**config.mk**
```make
export PLATFORM = sky130hd
export DESIGN_NAME = mem_copy_dma
export DESIGN_NICKNAME = d
export VERILOG_FILES = /design/src/rtl/mem_copy_dma.sv
export SDC_FILE = /design/constraint.sdc
export NUM_CORES = 1
export LEC_CHECK = 0
export CORE_ASPECT_RATIO = 1.25
export CORE_UTILIZATION = 40
export CTS_BUF_LIST = sky130_fd_sc_hd__clkbuf_16
export CTS_CLUSTER_SIZE = 16
export DETAILED_ROUTE_END_ITERATION = 10
export MAX_ROUTING_LAYER = met4
export PLACE_DENSITY_LB_ADDON = 0.05
export SETUP_SLACK_MARGIN = 0.2
export SYNTH_ARGS = -nofsm -noshare
export SYNTH_HDL_FRONTEND = slang
export SYNTH_SLANG_ARGS = --single-unit
```
**constraint.sdc**
```tcl
create_clock -name CLK -period 5.1 [get_ports CLK]
set_clock_uncertainty 0.15 [all_clocks]
set_input_delay 0.765 -clock CLK [delete_from_list [all_inputs] [get_ports CLK]]
set_output_delay 0.765 -clock CLK [all_outputs]
set_load 0.05 [all_outputs]
```
**src/rtl/mem_copy_dma.sv**
```systemverilog
// Byte-block copy engine on the single-port RAM, 2 cycles per byte.
// Define MEM_DMA_FILL_EN to add the pattern-fill mode (FILL state, PatReg).
module mem_copy_dma (
  input  logic        CLK,
  input  logic        RST,
  input  logic        Start,
  input  logic [15:0] Src,
  input  logic [15:0] Dst,
  input  logic [15:0] Len,
  input  logic        Mode,
  input  logic [7:0]  Pattern,
  output logic        Busy,
  output logic        Done,
  output logic        MemWE,
  output logic [15:0] MemAddress,
  output logic [7:0]  MemDataOut,
  input  logic [7:0]  MemDataIn
);

  typedef enum logic [2:0] {
    S_IDLE,
    S_RD,
    S_WR,
`ifdef MEM_DMA_FILL_EN
    S_FILL,
`endif
    S_DONE
  } state_e;

  state_e      state_q, state_d;
  logic [15:0] src_q, src_d;
  logic [15:0] dst_q, dst_d;
  logic [15:0] rem_q, rem_d;

`ifdef MEM_DMA_FILL_EN
  logic [7:0]  pat_q, pat_d;
`else
  logic        unused_cfg;
  assign unused_cfg = ^{Mode, Pattern};
`endif

  always_comb begin
    state_d = state_q;
    src_d   = src_q;
    dst_d   = dst_q;
    rem_d   = rem_q;
`ifdef MEM_DMA_FILL_EN
    pat_d   = pat_q;
`endif
    unique case (state_q)
      S_IDLE: begin
        if (Start) begin
          src_d = Src;
          dst_d = Dst;
          rem_d = Len;
`ifdef MEM_DMA_FILL_EN
          pat_d = Pattern;
          if (Len == 16'h0000)
            state_d = S_DONE;
          else if (Mode)
            state_d = S_FILL;
          else
            state_d = S_RD;
`else
          state_d = (Len == 16'h0000) ? S_DONE : S_RD;
`endif
        end
      end
      S_RD: state_d = S_WR;
      S_WR: begin
        src_d   = src_q + 16'd1;
        dst_d   = dst_q + 16'd1;
        rem_d   = rem_q - 16'd1;
        state_d = (rem_q == 16'd1) ? S_DONE : S_RD;
      end
`ifdef MEM_DMA_FILL_EN
      S_FILL: begin
        dst_d   = dst_q + 16'd1;
        rem_d   = rem_q - 16'd1;
        state_d = (rem_q == 16'd1) ? S_DONE : S_FILL;
      end
`endif
      S_DONE:  state_d = S_IDLE;
      default: state_d = S_IDLE;
    endcase
  end

  always_ff @(posedge CLK or posedge RST) begin
    if (RST) begin
      state_q <= S_IDLE;
      src_q   <= 16'h0000;
      dst_q   <= 16'h0000;
      rem_q   <= 16'h0000;
`ifdef MEM_DMA_FILL_EN
      pat_q   <= 8'h00;
`endif
    end else begin
      state_q <= state_d;
      src_q   <= src_d;
      dst_q   <= dst_d;
      rem_q   <= rem_d;
`ifdef MEM_DMA_FILL_EN
      pat_q   <= pat_d;
`endif
    end
  end

  // RAM controls decode straight from the state flops so reset idles them at once
  always_comb begin
    Busy       = 1'b0;
    Done       = 1'b0;
    MemWE      = 1'b0;
    MemAddress = 16'h0000;
    MemDataOut = 8'h00;
    unique case (state_q)
      S_RD: begin
        Busy       = 1'b1;
        MemAddress = src_q;
      end
      S_WR: begin
        Busy       = 1'b1;
        MemWE      = 1'b1;
        MemAddress = dst_q;
        MemDataOut = MemDataIn;
      end
`ifdef MEM_DMA_FILL_EN
      S_FILL: begin
        Busy       = 1'b1;
        MemWE      = 1'b1;
        MemAddress = dst_q;
        MemDataOut = pat_q;
      end
`endif
      S_DONE:  Done = 1'b1;
      default: ;
    endcase
  end

endmodule
```
# Yosys cells after proc, flatten, opt, wreduce, memory -nomap -nowiden
# Cells that the tools add are included.
# word_totals
regBits	51
in_bits	68
out_inout_bits	27
elab_cells	32
# op_classes
n_addsub	3
n_eq_ne	5
n_mux	15
reduce_logical	5
# ops
op	n
$pmux 16 s2	4
$mux 16	3
$add 16x1->16 const B	2
$eq 16x1->1 const B	1
$logic_not 16->1	1
$sub 16x1->16 const B	1
$pmux 3 s3	1
$mux 8	1
$eq 3x2->1 const B	2
$mux 2	2
$eq 3x1->1 const B	1
$logic_not 3->1	1
$mux 1	3
$mux 3	1
$ne 2x2->1 const B	1
$reduce_and 2->1	1
$reduce_bool 2->1	1
$reduce_or 2->1	1

# Longest topological paths before layout
# logic_depth
word_depth	4
mapped_depth	9
depth_no_buf	6

# Worst setup path after synthesis
# OpenSTA, ideal clock, no wires.
# synth_timing
path_type	register to output
start	register state_q[0]
end	output port MemAddress[15]
t_arrival_ns	2.961
required_time_ns	4.185
setup_slack_ns	1.224
stages_incl_launch_ff	8
n_path_buf	3
cell_sequence	dfrtp_1 > inv_1 > ha_1 > buf_2 > clkbuf_1 > clkbuf_1 > nand2_1 > a21boi_0
# synth_via
elab_chain_cells	2
word_cells_on_any_way	3
classes_between	eq/ne: 2; mux: 1
# synth_lines
element	line	source
from (decl)	30	state_e state_q, state_d;
from (signal assigned)	98	state_q <= state_d;
$eq 3x2->1 / $eq 3x1->1 (equally long branches)	115	unique case (state_q)
$pmux 16 s2 *	115	
to (decl)	15	output logic [15:0] MemAddress,
# Every way passes the cells marked *; elsewhere a longest branch is shown, timed or not.

# Final worst setup path
# layout_timing
start	register state_q[0]
end	output port MemAddress[5]
# The elaborated chain is that of the path after synthesis.

==> results.sh <==
export IMPL_grt_usage_pct=22.3
export IMPL_fp_dieArea_um2=9400
export IMPL_start_util_pct=41.4
export IMPL_postPlaceCellArea_um2=4530
export IMPL_drive_gt1_share_pct=4.76
export IMPL_yosys_warnings=0
export IMPL_layout_min_cycle_time_ns=3.73
export IMPL_die_y_um=108
export IMPL_postSynth_asyncResetShare_pct=100
export IMPL_tns_ns=0
export IMPL_synth_edff_count=0
export IMPL_status="complete, no violations"
export IMPL_cts_htree_levels=2
export IMPL_whs_ns=0.404
export IMPL_vdd_drop_max_v=0.000119
export IMPL_crit_family="buffers and inverters"
export IMPL_port_buffers=85
export IMPL_mostFrequentLayoutCells="clkdlybuf4s50_1 (85), dfrtp_1 (50), a21oi_1 (42), nand2_1 (38), nand3_1 (32)"
export IMPL_place_gp_congestion=0.843
export IMPL_syn_inst=439
export IMPL_dp_hpwl_um=6850
export IMPL_hp_class="register to register"
export IMPL_cp_start_kind="register"
export IMPL_crit_buf_inv=2
export IMPL_synth_area_um2=3610
export IMPL_ys_seq_area_share_pct=34.7
export IMPL_max_stage_delay_ns=0.84
export IMPL_cts_resized=0
export IMPL_routed_wl_um=9780
export IMPL_drt_iter0_markers=274
export IMPL_layout_nets=579
export IMPL_finalInstanceArea_um2=4690
export IMPL_cts_hold_buf=0
export IMPL_slew_violations=0
export IMPL_drc=0
export IMPL_rsz0062_at_grt="no"
export IMPL_ys_ff_latch=50
export IMPL_fin_crit_sh_pct=73.2
export IMPL_end_kind="output port"
export IMPL_clock_fmax_mhz=268
export IMPL_io_pins=95
export IMPL_die_x_um=86.9
export IMPL_critPathRequiredTime_ns=4.18
export IMPL_finalPower_uw=840
export IMPL_area_growth_pct=30.0
export IMPL_path_max_fanout=87
export IMPL_core_area_um2=8700
export IMPL_clk_pin_slew_worst_paths_ns=0.07
export IMPL_final_cells=624
export IMPL_grt_pass1_wl_um=16200
export IMPL_cts_buffers_inserted=5
export IMPL_path_cells="inv_1, ha_4, nand2_1, a21boi_0, clkdlybuf4s50_1"
export IMPL_routedWlPerCell_um=15.7
export IMPL_synthFlopType="dfrtp_1"
export IMPL_tightest_slew_ns=0.842
export IMPL_cts_tree="yes"
export IMPL_final_common_cell="clkdlybuf4s50_1"
export IMPL_antennaDiodeCount=0
export IMPL_clockRootBuffer="clkbuf_16"
export IMPL_cts_buffer_depth=2
export IMPL_cts_sinks=50
export IMPL_avgViaCountPerCell=5.76
export IMPL_first_global_vias=3311
export IMPL_slew_headroom_pct=43.8
export IMPL_criticalPathCategory="register to output port"
export IMPL_drv_cap=0
export IMPL_ys_types=52
export IMPL_placed_cells=616
export IMPL_ant_nets=0
export IMPL_crit_slowest_cell="clkdlybuf4s50_1"
export IMPL_antenna_found_initial=0
export IMPL_drtPass1Iterations=7
export IMPL_rows=38
export IMPL_syn_nets=515
export IMPL_syn_avg_cell_area_um2=8.21
export IMPL_grt_max_degree=88
export IMPL_setup_violations=0
export IMPL_cts_setup_buffers=0
export IMPL_globalRouteOverflowTotal=0
export IMPL_cp_arrival_ns=2.82
export IMPL_power_leakage_uw=0.00173
export IMPL_insertion_delay_ns=0.29
export IMPL_finalHoldViolations=0
export IMPL_vias=3595
export IMPL_power_density_nw_per_um2=179
[cell usage after synthesis, drive strengths merged (9+ instances only)]
library cell | n | area share, %
o21ai | 25 | 3.5
dfrtp | 50 | 35
nor3b | 10 | 2.1
mux2i | 16 | 4.4
o22ai | 23 | 4.0
clkbuf | 18 | 1.9
a21oi | 42 | 5.8
nand4 | 16 | 2.9
nor2b | 15 | 2.6
buf | 15 | 2.1
nand2 | 38 | 4.0
nor3 | 12 | 1.7
nor2 | 20 | 2.1
nand3 | 32 | 4.4
a22oi | 13 | 2.7
and2 | 10 | 1.7
inv | 9 | 0.94
[layout make-up]
cell class / count / area, µm²
Multi-Input combinational cell: 347 / 2200
Clock inverter: 3 / 37.5
Sequential cell: 50 / 1250
Clock buffer: 5 / 125
Tap cell: 120 / 150
Fill cell: 847 / 4010
Inverter: 9 / 33.8
Timing Repair Buffer: 90 / 888
[per-stage QoR]
step / utilization, % / setup WS [ns]
finish: 53.9 / 1.37
detailed placement: 52.0 / 1.69
global placement: 52.0 / 1.72
floorplan: - / 1.22
CTS: 53.9 / 1.37
global route: 53.9 / 1.14
[worst min-delay path, stage by stage, from the launching register on]
cell and delay [ns]:
dfrtp_1 0.37, a21oi_1 0.07, o211ai_1 0.07
[power breakdown]
| part | leakage, µW | internal, µW | total [µW] | switching, µW |
|---|---|---|---|---|
| Sequential | 0.000601 | 396 | 396 | 0 |
| Combinational | 0.00104 | 43.9 | 64.8 | 20.9 |
| Clock | 0.0000864 | 228 | 379 | 150 |
| Total | 0.00173 | 669 | 840 | 171 |
[worst paths after layout]
kind                                 end  slack (ns)       start  cells after the start
hold / removal                 dst_q[15]        0.40   dst_q[15]                      2
hold reg to reg                dst_q[15]        0.40   dst_q[15]                      2
min in group asynchronous      dst_q[15]        0.83         RST                      3
setup / recovery           MemAddress[5]        1.37  state_q[0]                      5
setup reg to reg                src_q[8]        2.13  state_q[0]                      7
max in group asynchronous       dst_q[4]        3.52         RST                      3
[sequential cells by signal (all words and copies together) (netlist names)]
name     cells
dst_q       16
rem_q       16
src_q       16
state_q      2
[per-layer routing]
metal,vias up,GRT usage (%),share of wire [%]
met3,9,2.75,4.4
met2,106,36.8,50
li1,1788,-,-
met1,1692,29.1,44
met5,-,-,0
met4,0,5.36,1.3
[logic make-up after synthesis]
group / count (synthesis) / share of synthesized area [%]
flops: 50 / 34.7
compound gates: 134 / 23.1
buf+inv: 42 / 4.89
fa+ha+maj: 8 / 2.78
mux: 17 / 4.75
simple gates: 188 / 29.7
(Power assumes the default switching activity.)
